**src/rtl/arith_pipe_pkg.sv**
```systemverilog
// Shared types and helpers for the arith_pipe arithmetic unit.
package arith_pipe_pkg;

   localparam int MODE_W = 3;

   typedef enum logic [MODE_W-1:0] {
      MODE_SUB    = 3'd0,
      MODE_ADD    = 3'd1,
      MODE_SUBS   = 3'd2,
      MODE_ADDS   = 3'd3,
      MODE_ABSD   = 3'd4,
      MODE_ACCADD = 3'd5,
      MODE_ACCSUB = 3'd6,
      MODE_ACCLD  = 3'd7
   } mode_t;

   typedef struct packed {
      logic carry;
      logic zero;
      logic sat;
   } flags_t;

   // True for the modes that read and write the running accumulator.
   function automatic logic is_acc_mode(input mode_t mode);
      logic res;
      case (mode)
         MODE_ACCADD, MODE_ACCSUB, MODE_ACCLD: res = 1'b1;
         default:                              res = 1'b0;
      endcase
      return res;
   endfunction

endpackage

```
**src/rtl/arith_pipe_if.sv**
```systemverilog
// Operand/result handshake bundle between producer, arith_pipe and consumer.
interface arith_pipe_if #(
   parameter int WIDTH = 8
);
   import arith_pipe_pkg::*;

   logic             in_valid;
   logic             in_ready;
   logic [WIDTH-1:0] in_a;
   logic [WIDTH-1:0] in_b;
   mode_t            in_mode;
   logic             out_valid;
   logic             out_ready;
   logic [WIDTH-1:0] out_data;
   logic             out_carry;
   logic             out_zero;
   logic             out_sat;

   // Producer/consumer side (drives operands and result-ready).
   modport master (
      output in_valid, in_a, in_b, in_mode, out_ready,
      input  in_ready, out_valid, out_data, out_carry, out_zero, out_sat
   );

   // Arithmetic unit side.
   modport slave (
      input  in_valid, in_a, in_b, in_mode, out_ready,
      output in_ready, out_valid, out_data, out_carry, out_zero, out_sat
   );

endinterface

```
**src/rtl/arith_pipe_alu.sv**
```systemverilog
// Stateless datapath: one WIDTH+1-bit add/sub per mode, result, flags and accumulator update.
module arith_pipe_alu
   import arith_pipe_pkg::*;
#(
   parameter int WIDTH = 8
) (
   input  logic [WIDTH-1:0] a_i,
   input  logic [WIDTH-1:0] b_i,
   input  logic [WIDTH-1:0] acc_i,
   input  mode_t            mode_i,
   output logic [WIDTH-1:0] result_o,
   output flags_t           flags_o,
   output logic [WIDTH-1:0] acc_next_o,
   output logic             acc_we_o
);

   localparam logic [WIDTH-1:0] ZERO     = {WIDTH{1'b0}};
   localparam logic [WIDTH-1:0] ALL_ONES = {WIDTH{1'b1}};

   // The extra top bit carries the carry-out / borrow before any wrap or clamp.
   logic [WIDTH:0] sum;
   logic [WIDTH:0] diff;
   logic [WIDTH:0] rdiff;
   logic [WIDTH:0] acc_sum;
   logic [WIDTH:0] acc_diff;

   assign sum      = {1'b0, a_i}   + {1'b0, b_i};
   assign diff     = {1'b0, a_i}   - {1'b0, b_i};
   assign rdiff    = {1'b0, b_i}   - {1'b0, a_i};
   assign acc_sum  = {1'b0, acc_i} + {1'b0, a_i};
   assign acc_diff = {1'b0, acc_i} - {1'b0, a_i};

   // Select result, flags and accumulator update for the requested mode.
   always_comb begin
      result_o      = ZERO;
      flags_o.carry = 1'b0;
      flags_o.sat   = 1'b0;
      acc_next_o    = acc_i;
      acc_we_o      = is_acc_mode(mode_i);
      case (mode_i)
         MODE_SUB: begin
            result_o      = diff[WIDTH-1:0];
            flags_o.carry = diff[WIDTH];
         end
         MODE_ADD: begin
            result_o      = sum[WIDTH-1:0];
            flags_o.carry = sum[WIDTH];
         end
         MODE_SUBS: begin
            result_o    = diff[WIDTH] ? ZERO : diff[WIDTH-1:0];
            flags_o.sat = diff[WIDTH];
         end
         MODE_ADDS: begin
            result_o    = sum[WIDTH] ? ALL_ONES : sum[WIDTH-1:0];
            flags_o.sat = sum[WIDTH];
         end
         MODE_ABSD: begin
            result_o      = diff[WIDTH] ? rdiff[WIDTH-1:0] : diff[WIDTH-1:0];
            flags_o.carry = diff[WIDTH];
         end
         MODE_ACCADD: begin
            result_o      = acc_sum[WIDTH-1:0];
            flags_o.carry = acc_sum[WIDTH];
            acc_next_o    = acc_sum[WIDTH-1:0];
         end
         MODE_ACCSUB: begin
            result_o      = acc_diff[WIDTH-1:0];
            flags_o.carry = acc_diff[WIDTH];
            acc_next_o    = acc_diff[WIDTH-1:0];
         end
         MODE_ACCLD: begin
            result_o   = a_i;
            acc_next_o = a_i;
         end
         default: begin
            result_o = ZERO;
         end
      endcase
      flags_o.zero = (result_o == ZERO);
   end

endmodule

```
**src/rtl/arith_pipe.sv**
```systemverilog
// Two-stage arithmetic pipeline: S1 captures operands, S2 holds the registered result.
module arith_pipe
   import arith_pipe_pkg::*;
#(
   parameter int WIDTH = 8
) (
   input logic         clk,
   input logic         rst,
   arith_pipe_if.slave bus
);

   logic             s1_valid_q, s1_valid_d;
   logic [WIDTH-1:0] s1_a_q, s1_a_d;
   logic [WIDTH-1:0] s1_b_q, s1_b_d;
   mode_t            s1_mode_q, s1_mode_d;
   logic             s2_valid_q, s2_valid_d;
   logic [WIDTH-1:0] s2_data_q, s2_data_d;
   flags_t           s2_flags_q, s2_flags_d;
   logic [WIDTH-1:0] acc_q, acc_d;

   logic             s2_adv;
   logic             in_fire;
   logic             s1_move;
   logic [WIDTH-1:0] alu_result;
   flags_t           alu_flags;
   logic [WIDTH-1:0] alu_acc_next;
   logic             alu_acc_we;

   // in_ready is the only combinational input-to-output path (through out_ready).
   assign s2_adv       = !s2_valid_q || bus.out_ready;
   assign bus.in_ready = !s1_valid_q || s2_adv;
   assign in_fire      = bus.in_valid && bus.in_ready;
   assign s1_move      = s1_valid_q && s2_adv;

   arith_pipe_alu #(.WIDTH(WIDTH)) u_alu (
      .a_i        (s1_a_q),
      .b_i        (s1_b_q),
      .acc_i      (acc_q),
      .mode_i     (s1_mode_q),
      .result_o   (alu_result),
      .flags_o    (alu_flags),
      .acc_next_o (alu_acc_next),
      .acc_we_o   (alu_acc_we)
   );

   // S1 next state: load on a handshake, empty when drained, otherwise hold.
   always_comb begin
      s1_valid_d = s1_valid_q;
      s1_a_d     = s1_a_q;
      s1_b_d     = s1_b_q;
      s1_mode_d  = s1_mode_q;
      if (bus.in_ready) begin
         s1_valid_d = bus.in_valid;
      end else begin
         s1_valid_d = s1_valid_q;
      end
      if (in_fire) begin
         s1_a_d    = bus.in_a;
         s1_b_d    = bus.in_b;
         s1_mode_d = bus.in_mode;
      end else begin
         s1_a_d    = s1_a_q;
         s1_b_d    = s1_b_q;
         s1_mode_d = s1_mode_q;
      end
   end

   // S2 and accumulator next state: acc changes only as an acc op moves S1->S2, so chained ops see it next cycle.
   always_comb begin
      s2_valid_d = s2_valid_q;
      s2_data_d  = s2_data_q;
      s2_flags_d = s2_flags_q;
      acc_d      = acc_q;
      if (s2_adv) begin
         s2_valid_d = s1_valid_q;
      end else begin
         s2_valid_d = s2_valid_q;
      end
      if (s1_move) begin
         s2_data_d  = alu_result;
         s2_flags_d = alu_flags;
         if (alu_acc_we) begin
            acc_d = alu_acc_next;
         end else begin
            acc_d = acc_q;
         end
      end else begin
         s2_data_d  = s2_data_q;
         s2_flags_d = s2_flags_q;
         acc_d      = acc_q;
      end
   end

   // Pipeline state registers; synchronous reset discards any in-flight beats.
   always_ff @(posedge clk) begin
      if (rst) begin
         s1_valid_q <= 1'b0;
         s1_a_q     <= {WIDTH{1'b0}};
         s1_b_q     <= {WIDTH{1'b0}};
         s1_mode_q  <= MODE_SUB;
         s2_valid_q <= 1'b0;
         s2_data_q  <= {WIDTH{1'b0}};
         s2_flags_q <= 3'b000;
         acc_q      <= {WIDTH{1'b0}};
      end else begin
         s1_valid_q <= s1_valid_d;
         s1_a_q     <= s1_a_d;
         s1_b_q     <= s1_b_d;
         s1_mode_q  <= s1_mode_d;
         s2_valid_q <= s2_valid_d;
         s2_data_q  <= s2_data_d;
         s2_flags_q <= s2_flags_d;
         acc_q      <= acc_d;
      end
   end

   assign bus.out_valid = s2_valid_q;
   assign bus.out_data  = s2_data_q;
   assign bus.out_carry = s2_flags_q.carry;
   assign bus.out_zero  = s2_flags_q.zero;
   assign bus.out_sat   = s2_flags_q.sat;

endmodule

```
**src/flat_wrapper.sv**
```systemverilog
// flat-port wrapper written by rule: the top's interface ports become plain ports
module arith_pipe_flat import arith_pipe_pkg::*;
#(
   parameter int WIDTH = 8
)
  (clk, rst, bus_in_valid, bus_in_a, bus_in_b, bus_in_mode, bus_out_ready, bus_in_ready, bus_out_valid, bus_out_data, bus_out_carry, bus_out_zero, bus_out_sat);
  arith_pipe_if #(.WIDTH(WIDTH)) bus_i ();
  input logic clk;
  input logic rst;
  input wire logic [$bits(bus_i.in_valid)-1:0] bus_in_valid;
  input wire logic [$bits(bus_i.in_a)-1:0] bus_in_a;
  input wire logic [$bits(bus_i.in_b)-1:0] bus_in_b;
  input wire logic [$bits(bus_i.in_mode)-1:0] bus_in_mode;
  input wire logic [$bits(bus_i.out_ready)-1:0] bus_out_ready;
  output wire logic [$bits(bus_i.in_ready)-1:0] bus_in_ready;
  output wire logic [$bits(bus_i.out_valid)-1:0] bus_out_valid;
  output wire logic [$bits(bus_i.out_data)-1:0] bus_out_data;
  output wire logic [$bits(bus_i.out_carry)-1:0] bus_out_carry;
  output wire logic [$bits(bus_i.out_zero)-1:0] bus_out_zero;
  output wire logic [$bits(bus_i.out_sat)-1:0] bus_out_sat;
  assign bus_i.in_valid = bus_in_valid;
  assign bus_i.in_a = bus_in_a;
  assign bus_i.in_b = bus_in_b;
  assign bus_i.in_mode = bus_in_mode;
  assign bus_i.out_ready = bus_out_ready;
  assign bus_in_ready = bus_i.in_ready;
  assign bus_out_valid = bus_i.out_valid;
  assign bus_out_data = bus_i.out_data;
  assign bus_out_carry = bus_i.out_carry;
  assign bus_out_zero = bus_i.out_zero;
  assign bus_out_sat = bus_i.out_sat;
  arith_pipe #(.WIDTH(WIDTH)) u_core (.clk(clk), .rst(rst), .bus(bus_i));
endmodule
```
**config.mk**
```make
export PLATFORM = sky130hd
export DESIGN_NAME = arith_pipe_flat
export DESIGN_NICKNAME = d
export VERILOG_FILES = /design/src/rtl/arith_pipe_pkg.sv /design/src/rtl/arith_pipe_if.sv /design/src/rtl/arith_pipe_alu.sv /design/src/rtl/arith_pipe.sv /design/src/flat_wrapper.sv
export SDC_FILE = /design/constraint.sdc
export NUM_CORES = 1
export LEC_CHECK = 0
export BUFFER_PORTS_ARGS = -buffer_cell sky130_fd_sc_hd__buf_4
export CAP_MARGIN = 10
export CORE_MARGIN = 8
export CORE_UTILIZATION = 60
export CTS_CLUSTER_DIAMETER = 80
export DETAILED_ROUTE_END_ITERATION = 7
export GPL_TIMING_DRIVEN = 0
export PLACE_DENSITY = 0.81
export SYNTH_ARGS = -nofsm -noshare
export SYNTH_HDL_FRONTEND = slang
export SYNTH_SLANG_ARGS = --single-unit
```
**constraint.sdc**
```tcl
create_clock -name clk -period 7.2 [get_ports clk]
set_input_delay 1.08 -clock clk [delete_from_list [all_inputs] [get_ports clk]]
set_output_delay 1.08 -clock clk [all_outputs]
set_load 0.03 [all_outputs]
```
==> results of run 1 <==
-- sequential cells by signal, indices dropped and copies added, names as in the netlist --
| signal | count |
|---|---|
| u_core.bus.out_data | 8 |
| u_core.bus.out_carry | 1 |
| u_core.acc_q | 8 |
| u_core.s1_valid_q | 1 |
| u_core.bus.out_sat | 1 |
| u_core.s1_b_q | 8 |
| u_core.bus.out_valid | 1 |
| u_core.s1_mode_q | 3 |
| u_core.s1_a_q | 8 |
| u_core.bus.out_zero | 1 |
-- routing by layer --
metal	up-vias	global-route usage
li1	1867	-
met1	1799	0.3219
met2	183	0.4354
met3	29	0.04252
met4	0	0.1037
met5	-	0
-- power groups by stage --
stage,Combinational [mW],Clock (mW),Sequential (mW)
global placement,0.234,0,0.250
global route,0.264,0.214,0.248
detailed placement,0.236,0,0.251
floorplan,0.164,0,0.257
finish,0.243,0.204,0.246
CTS,0.238,0.206,0.246
-- Yosys cell counts, drive strengths merged (2+ instances only) --
master	count	area share
nor3b	2	0.0039
ha	41	0.13
or3	6	0.0099
nand3	6	0.0079
nor4	6	0.0099
a221oi	6	0.017
nor2b	16	0.026
and3	4	0.0069
nand2	68	0.067
a221o	2	0.0053
a21oi	42	0.055
nand4	2	0.0033
a31o	2	0.0046
o31ai	5	0.013
nand2b	12	0.020
and4	2	0.0049
a21o	5	0.010
o21a	4	0.0079
xnor2	17	0.039
fa	5	0.026
mux2i	2	0.0053
nand3b	3	0.0059
xor2	2	0.0046
o32ai	3	0.0069
o21ba	2	0.0053
a211oi	12	0.026
o21ai	20	0.026
o21bai	3	0.0059
a222oi	2	0.0053
inv	31	0.031
o2111ai	2	0.0046
clkbuf	20	0.020
and2	7	0.012
buf	10	0.017
nor4b	3	0.0069
o41ai	3	0.0089
a31oi	9	0.015
o22ai	6	0.0099
nor3	10	0.013
a2bb2oi	3	0.0069
nor2	44	0.043
o211ai	7	0.017
dfxtp	40	0.21
-- logic make-up (layout without fill, tap and decap cells) --
logic type / count (synthesis) / in the layout
buffers and inverters: 61 / 104
multiplexers: 2 / 2
AND/OR/NAND/NOR: 193 / 193
adder cells (fa/ha/maj): 46 / 46
flip-flops: 40 / 40
XOR/XNOR: 19 / 19
AO/OA/AOI/OAI: 144 / 144
-- how the worst min path moves through the flow --
stage	startpoint	slack (ns)	endpoint
after detailed placement	u_core.s1_b_q[7]	0.47	u_core.s1_b_q[7]
final	u_core.s1_b_q[7]	0.49	u_core.s1_b_q[7]
after floorplan	u_core.acc_q[4]	0.45	u_core.acc_q[4]
after CTS	u_core.s1_b_q[7]	0.49	u_core.s1_b_q[7]
after global routing	u_core.acc_q[6]	0.52	u_core.acc_q[6]
after global placement	u_core.acc_q[6]	0.47	u_core.acc_q[6]
-- final cells by class --
cell class	instances	share of cell area
buffer	30	0.03298
clock buffer	6	0.01926
clock inverter	2	0.009048
inverter	31	0.02715
multi-input combinational	404	0.6410
sequential	40	0.1868
tap	77	0.02248
timing repair buffer	35	0.06130
-- metrics by stage --
stage                 util  setup WS (ns)  instances
global route        0.6868          3.616        625
floorplan                -          4.533        505
finish              0.6868          3.721        625
detailed placement  0.6674          3.872        617
CTS                 0.6868          3.850        625
global placement    0.6674          3.889        617
-- critical path, cell delays in order, from the launching register on --
cell and delay [ns]:
dfxtp_1 0.42, inv_1 0.16, ha_1 0.16, inv_1 0.04, fa_1 0.42, a211oi_2 0.37
o211ai_1 0.30, and2_1 0.30, a21oi_1 0.31, nor3_1 0.09, nor4_1 0.48, and3_1 0.25
a31o_1 0.14
==> flow_summary.json, run 1 <==
{
  "relSlewSlack": 0.5389,
  "cts_tree": "yes",
  "postCtsSetupRepairBufs": 0,
  "numCtsBuffers": 5,
  "ys_warn_count": 0,
  "final_max_slew_viol_count": 0,
  "p_sw_frac": 0.3594,
  "synth_edf_count": 0,
  "p_int_mw": 0.4443,
  "p_total_mw": 0.6936,
  "ys_seq_elements": 40,
  "required_ns": 7.45,
  "core-area_sq_um": 6241,
  "fp.dieArea_sq_um": 9148,
  "place_area_sq_um": 4165,
  "tns_ns": 0,
  "skew_ns": 0.01639,
  "rsz0062_at_grt": "no",
  "io_pins": 36,
  "startpoint": "u_core.s1_a_q[0]",
  "antenna_cells": 0,
  "hold_violations": 0,
  "p_leak_nw": 1.821,
  "rows": 29,
  "netlist_area_sq_um": 3806,
  "comb_power_share": 0.350,
  "clk_path_buf_depth": 2,
  "multiInputGateArea_sq_um": 2748,
  "yosys-mux-area-fraction": 0.005260,
  "die_w_um": 95.65,
  "tightest_slew_ns": 0.6844,
  "drc": 0,
  "htreeDepth": 2,
  "min_period_over_period": 0.4832,
  "drive_gt1_frac": 0.1259,
  "endpoint_kind": "flip-flop",
  "initial_utilization": 0.6099,
  "ys.flop_type": "dfxtp_1",
  "fin_area_sq_um": 4287,
  "synthXorXnorAreaFrac": 0.04372,
  "syn-num-nets": 574,
  "gp_congestion": 0.9839,
  "cts_sinks": 40,
  "syn_to_final_growth_pct": 12.62,
  "cts_resized": 0,
  "drtAntennaViolNets": 0,
  "synth_cell_types": 65,
  "r2r-start": "u_core.s1_a_q[0]",
  "synth_top_family_by_area": "compound AO/OA/AOI/OAI gates",
  "p_sw_mw": 0.2493,
  "synthAdderAreaFrac": 0.1611,
  "root_buffer": "clkbuf_8",
  "hpwlAfterDp_um": 9154,
  "track_usage": 0.2592,
  "synth_compound_area_frac": 0.2676,
  "final_cell_mix": "nand2_1 (68), nor2_1 (44), a21oi_1 (42)",
  "die_y_um": 95.65,
  "first_pass_iters": 6,
  "grt_max_degree": 14,
  "cp.arrival_ns": 3.73,
  "critPathLaunchType": "flip-flop",
  "syn_inst": 505,
  "first_iter_violations": 313,
  "reg2reg_depth": 12,
  "hold_path.class": "reg -> reg",
  "antenna_found_initial": 0,
  "worstSkewPairLatency_ns": 0.31,
  "ys_async_sr_fraction": 0,
  "wl_met3_um": 844,
  "final_common_cell": "nand2_1",
  "status": "finished clean",
  "hold-path-cell-count": 2,
  "peakVddDrop_mv": 0.09853,
  "rr_endpoint": "u_core.bus.out_zero",
  "topRoutingLayerUsed": "met4",
  "portBuffers": 35,
  "n_fill_cell": 567,
  "wl_met1_um": 4982,
  "crit_path_end": "u_core.bus.out_zero",
  "power_frac_seq": 0.355,
  "via_per_inst": 6.205,
  "wl_per_cell_um": 18.40,
  "cts.clk_slew.worst_paths_ns": 0.09,
  "syn_avg_cell_area_sq_um": 7.537,
  "synth.yosys.seq_area_share": 0.2104,
  "worstSetupPathType": "reg -> reg",
  "final_nets": 616,
  "reg2reg_slack_ns": 3.72,
  "setup_viol": 0,
  "drt-total-wl_um": 11500,
  "p_per_area_nw_per_um2": 161.8,
  "cts-hold-fix-buffers": 0,
  "fmax_mhz": 287.4,
  "grt_pass1_wl_um": 18360,
  "yosys.area_share.simple": 0.2442,
  "hold_slack_ns": 0.4883,
  "pwr-share-clk": 0.295,
  "drv_cap": 0,
  "crit_fanout": 7,
  "globalRouteOverflowTotal": 0,
  "route.vias.total": 3878,
  "seq_area_sq_um": 800.8,
  "dr_wl_met2_um": 5341,
  "fin_crit_ns": 3.479,
  "grt_pass1_vias": 3722
}
Note: power is estimated with default switching activity, not from simulation.
==> inputs of run 2 (changes only) <==
--- a/config.mk
+++ b/config.mk
@@ -8,11 +8,11 @@
 export BUFFER_PORTS_ARGS = -buffer_cell sky130_fd_sc_hd__buf_4
 export CAP_MARGIN = 10
 export CORE_MARGIN = 8
-export CORE_UTILIZATION = 60
+export CORE_UTILIZATION = 55
 export CTS_CLUSTER_DIAMETER = 80
 export DETAILED_ROUTE_END_ITERATION = 7
 export GPL_TIMING_DRIVEN = 0
-export PLACE_DENSITY = 0.81
+export PLACE_DENSITY = 0.78
 export SYNTH_ARGS = -nofsm -noshare
 export SYNTH_HDL_FRONTEND = slang
 export SYNTH_SLANG_ARGS = --single-unit
==> constraint.sdc (replaced) <==
create_clock -name clk -period 3.2 [get_ports clk]
set_input_delay 0.48 -clock clk [delete_from_list [all_inputs] [get_ports clk]]
set_output_delay 0.48 -clock clk [all_outputs]
set_load 0.03 [all_outputs]
==> run 2 against run 1 <==
Clock power grew 110%. Largest cell class unchanged. Largest power group is now combinational cells. First-iteration DRC count shrank 16%. Clock skew shrank 0.0071 ns. Maximum frequency grew 9.3%. Critical path depth shrank 1. Combinational power grew 140%.
==> flow_summary.json, run 2 (synthesis results as in run 1) <==
{
  "hold-path-cell-count": 3,
  "final_common_cell": "nand2_1",
  "reg2reg_depth": 11,
  "route.vias.total": 3899,
  "rsz0062_at_grt": "yes",
  "antenna_cells": 0,
  "wl_per_cell_um": 19.15,
  "worstSetupPathType": "reg -> reg",
  "tns_ns": 0,
  "io_pins": 36,
  "cts_sinks": 40,
  "antenna_found_initial": 0,
  "fin_crit_ns": 3.183,
  "hpwlAfterDp_um": 9723,
  "fp.dieArea_sq_um": 9839,
  "skew_ns": 0.009322,
  "drc": 0,
  "required_ns": 3.46,
  "relSlewSlack": 0.5278,
  "p_total_mw": 1.576,
  "p_sw_frac": 0.3639,
  "p_per_area_nw_per_um2": 360.3,
  "grt_pass1_vias": 3755,
  "comb_power_share": 0.374,
  "setup_slack_ns": 0.01740,
  "min_period_over_period": 0.9946,
  "core-area_sq_um": 6756,
  "setup_viol": 0,
  "pwr-share-clk": 0.272,
  "hold_path.class": "in -> reg",
  "post-route-util": 0.6472,
  "critPathLaunchType": "flip-flop",
  "peakVddDrop_mv": 0.2239,
  "drt-total-wl_um": 12100,
  "numCtsBuffers": 5,
  "cp.arrival_ns": 3.44,
  "drtAntennaViolNets": 0,
  "syn_to_final_growth_pct": 14.89,
  "status": "finished clean",
  "die_w_um": 99.19,
  "grt_pass1_wl_um": 19350,
  "p_sw_mw": 0.5733,
  "p_leak_nw": 1.839,
  "drive_gt1_frac": 0.1594,
  "first_pass_iters": 5,
  "initial_utilization": 0.5633,
  "hold_violations": 0,
  "root_buffer": "clkbuf_8",
  "first_iter_violations": 263,
  "die_y_um": 99.19,
  "final_nets": 620,
  "n_fill_cell": 629,
  "power_frac_seq": 0.354,
  "worstSkewPairLatency_ns": 0.31,
  "place_area_sq_um": 4169,
  "drv_cap": 0,
  "grt_max_degree": 13,
  "dp_cells": 620,
  "p_int_mw": 1.002,
  "endpoint_kind": "flip-flop",
  "hold_slack_ns": 0.4113,
  "clk_path_buf_depth": 2,
  "track_usage": 0.2469,
  "crit_fanout": 10,
  "globalRouteOverflowTotal": 0,
  "fin_area_sq_um": 4373,
  "final_max_slew_viol_count": 0,
  "final_cell_count_no_fill": 632,
  "fmax_mhz": 314.2,
  "cts.clk_slew.worst_paths_ns": 0.09,
  "rows": 30,
  "htreeDepth": 2,
  "cts_tree": "yes",
  "final_cell_mix": "nand2_1 (67), nor2_1 (44), a21oi_1 (41), ha_1 (41), buf_4 (40)",
  "tightest_slew_ns": 0.7010,
  "dp_slack_ns": -0.3967,
  "via_per_inst": 6.169,
  "gp_congestion": 0.9888,
  "portBuffers": 35
}
-- run 2: area by class of cell --
class	count	area [sq um]	share of cell area
inverters	31	116.4	0.02661
multi-input cells	404	2808	0.6421
clock inverters	2	35.03	0.008011
clock buffers	6	72.57	0.01660
repair buffers	39	292.8	0.06695
flip-flops and latches	40	805.8	0.1843
well taps	80	100.1	0.02289
plain buffers	30	142.6	0.03262
-- run 2: worst max-delay path, stage by stage, from the launching register on --
cell      delay (ns)
dfxtp_1         0.50
inv_1           0.14
ha_1            0.29
buf_2           0.20
nor2_1          0.10
a221o_1         0.36
o31ai_2         0.33
o41ai_1         0.13
or3_1           0.34
a211oi_2        0.36
and4_1          0.26
a31o_1          0.14
-- run 2: worst paths after layout --
path | slack [ns] | start | endpoint
max | 0.02 | u_core.s1_a_q[4] | u_core.bus.out_zero
min | 0.41 | bus_in_mode[0] | u_core.s1_mode_q[0]
max reg2reg | 0.02 | u_core.s1_a_q[4] | u_core.bus.out_zero
min reg2reg | 0.48 | u_core.acc_q[6] | u_core.acc_q[6]
-- run 2: routing by layer --
metal | global-route usage | wire length [um]
met5 | 0 | 0
met4 | 0.1176 | 383
met3 | 0.03631 | 881
met2 | 0.4059 | 5556
met1 | 0.3095 | 5282
-- run 2: repair_timing --
action                                  4_1_cts  5_1_grt
hold buffers                                  0        0
setup buffers                                 3        1
pin swaps                                     2        3
endpoints found under the setup margin        3        7
gates resized for setup                       9       10
-- run 2: power groups by stage --
| stage | clock network [mW] | logic (mW) | registers [mW] |
|---|---|---|---|
| floorplan | 0 | 0.370 | 0.578 |
| global placement | 0 | 0.532 | 0.567 |
| detailed placement | 0 | 0.539 | 0.568 |
| CTS | 0.431 | 0.568 | 0.557 |
| global route | 0.448 | 0.639 | 0.562 |
| finish | 0.429 | 0.588 | 0.558 |
==> inputs of run 3 (changes only) <==
--- a/config.mk
+++ b/config.mk
@@ -8,11 +8,11 @@
 export BUFFER_PORTS_ARGS = -buffer_cell sky130_fd_sc_hd__buf_4
 export CAP_MARGIN = 10
 export CORE_MARGIN = 8
-export CORE_UTILIZATION = 55
+export CORE_UTILIZATION = 50
 export CTS_CLUSTER_DIAMETER = 80
 export DETAILED_ROUTE_END_ITERATION = 7
 export GPL_TIMING_DRIVEN = 0
-export PLACE_DENSITY = 0.78
+export PLACE_DENSITY = 0.72
 export SYNTH_ARGS = -nofsm -noshare
 export SYNTH_HDL_FRONTEND = slang
 export SYNTH_SLANG_ARGS = --single-unit
==> constraint.sdc (replaced) <==
create_clock -name clk -period 3.2 [get_ports clk]
set_input_delay 0.48 -clock clk [delete_from_list [all_inputs] [get_ports clk]]
set_output_delay 0.48 -clock clk [all_outputs]
set_load 0.1 [all_outputs]
==> run 3 against run 2 <==
Combinational power increased by 6.6%. Maximum frequency rose by 4.1%. Clock skew fell by 0.0026 ns. Critical endpoint unchanged. Hold slack gained 0.0018 ns. Non-clock buffer count shrank 1.
==> flow_summary.json, run 3 (synthesis results as in run 1) <==
{
  "route.vias.total": 3841,
  "drv_cap": 0,
  "reg2reg_depth": 13,
  "rows": 32,
  "cp.arrival_ns": 3.25,
  "drt-total-wl_um": 11450,
  "clk_path_buf_depth": 2,
  "final_nets": 619,
  "gp_congestion": 0.9324,
  "n_fill_cell": 732,
  "drtAntennaViolNets": 0,
  "fmax_mhz": 327.0,
  "p_per_area_nw_per_um2": 352.4,
  "final_common_cell": "nand2_1",
  "status": "finished clean",
  "skew_ns": 0.006685,
  "p_leak_nw": 1.836,
  "antenna_cells": 0,
  "die_w_um": 103.3,
  "tns_ns": 0,
  "fp.dieArea_sq_um": 10660,
  "grt_pass1_wl_um": 18290,
  "cts.clk_slew.worst_paths_ns": 0.08,
  "worstSetupPathType": "reg -> reg",
  "endpoint_kind": "flip-flop",
  "required_ns": 3.39,
  "antenna_found_initial": 0,
  "min_period_over_period": 0.9556,
  "rr_endpoint": "u_core.bus.out_zero",
  "reg2reg_slack_ns": 0.14,
  "grt_pass1_vias": 3688,
  "final_max_slew_viol_count": 0,
  "first_pass_iters": 6,
  "track_usage": 0.2238,
  "setup_viol": 0,
  "drive_gt1_frac": 0.1525,
  "portBuffers": 35,
  "hold-path-cell-count": 3,
  "core-area_sq_um": 7567,
  "via_per_inst": 5.882,
  "initial_utilization": 0.5030,
  "drc": 0,
  "grt_max_degree": 13,
  "cts_tree": "yes",
  "wl_per_cell_um": 17.53,
  "htreeDepth": 2,
  "worstSkewPairLatency_ns": 0.29,
  "hold_path.class": "in -> reg",
  "root_buffer": "clkbuf_8",
  "final_cell_mix": "nand2_1 (68), nor2_1 (44), a21oi_1 (41), ha_1 (41), buf_4 (39)",
  "syn_to_final_growth_pct": 14.60,
  "holdPathEnd": "u_core.s1_valid_q",
  "relSlewSlack": 0.5211,
  "die_y_um": 103.3,
  "rsz0062_at_grt": "no",
  "peakVddDrop_mv": 0.2432,
  "r2r-start": "u_core.s1_a_q[0]",
  "crit_fanout": 7,
  "post-route-util": 0.5764,
  "hpwlAfterDp_um": 9112,
  "globalRouteOverflowTotal": 0,
  "fin_crit_ns": 3.058,
  "numCtsBuffers": 5,
  "hold_path_startpoint": "bus_in_valid",
  "hold_violations": 0,
  "critPathLaunchType": "flip-flop",
  "io_pins": 36,
  "first_iter_violations": 299,
  "tightest_slew_ns": 0.7184,
  "cts_sinks": 40
}
run 3: layout make-up:
type	instances	area (sq um)	area share
Multi-Input combinational cell	404	2793	0.6403
Sequential cell	40	805.8	0.1847
Timing Repair Buffer	38	285.3	0.06540
Buffer	30	141.4	0.03242
Tap cell	102	127.6	0.02926
Inverter	31	116.4	0.02668
Clock buffer	6	82.58	0.01893
Clock inverter	2	10.01	0.002295
run 3: per-layer routing:
metal / part of all wire / up-vias / global-route usage
met5: 0 / - / 0
li1: - / 1885 / -
met4: 0.023 / 0 / 0.06897
met2: 0.46 / 138 / 0.3831
met1: 0.44 / 1791 / 0.2791
met3: 0.073 / 27 / 0.03815
run 3: through the flow:
step | power (mW) | cells | worst slack [ns] | instance area (sq um) | hold WS [ns]
3_5_place_dp | 1.155 | 642 | -0.1267 | 4197 | 0.4791
2_1_floorplan | 1.004 | 505 | 0.2691 | 3806 | 0.4535
3_3_place_gp | 1.145 | 642 | -0.1016 | 4197 | 0.4694
4_1_cts | 1.520 | 650 | 0.004246 | 4309 | 0.4138
6_report | 1.537 | 653 | 0.1421 | 4362 | 0.4131
5_1_grt | 1.620 | 653 | 0.0006697 | 4362 | 0.4127
run 3: critical path, stage by stage (launching register included):
cell      delay (ns)
dfxtp_2         0.38
inv_2           0.09
ha_1            0.14
inv_1           0.05
fa_2            0.37
a211oi_4        0.30
o211ai_1        0.23
buf_4           0.21
a221o_1         0.32
and2_1          0.17
a31oi_1         0.14
o32ai_1         0.15
and4_1          0.19
a31o_1          0.21
run 3: power breakdown:
group          internal (mW)  leakage, nW  switching, mW
combinational          0.238         1.46          0.389
sequential             0.524        0.329         0.0311
clock                  0.172       0.0510          0.184
total                  0.934         1.84          0.604
run 3: repair_timing:
action,CTS,global route
resized for setup,3,11
setup endpoints to repair,1,6
hold buffers,0,0
pin swaps,0,2
hold endpoints to repair,0,0
setup buffers,0,3
gates cloned,0,0
run 3: worst max path at each step:
stage / cells past startpoint / end / slack, ns / startpoint
floorplan: 7 / u_core.s1_a_q[7] / 0.27 / u_core.bus.out_valid
global placement: 12 / u_core.bus.out_zero / -0.10 / u_core.s1_a_q[0]
detailed placement: 12 / u_core.bus.out_zero / -0.13 / u_core.s1_a_q[0]
CTS: 10 / u_core.bus.out_zero / 0.004 / u_core.s1_a_q[1]
global route: 11 / u_core.bus.out_zero / 0.0007 / u_core.acc_q[0]
finish: 13 / u_core.bus.out_zero / 0.14 / u_core.s1_a_q[0]
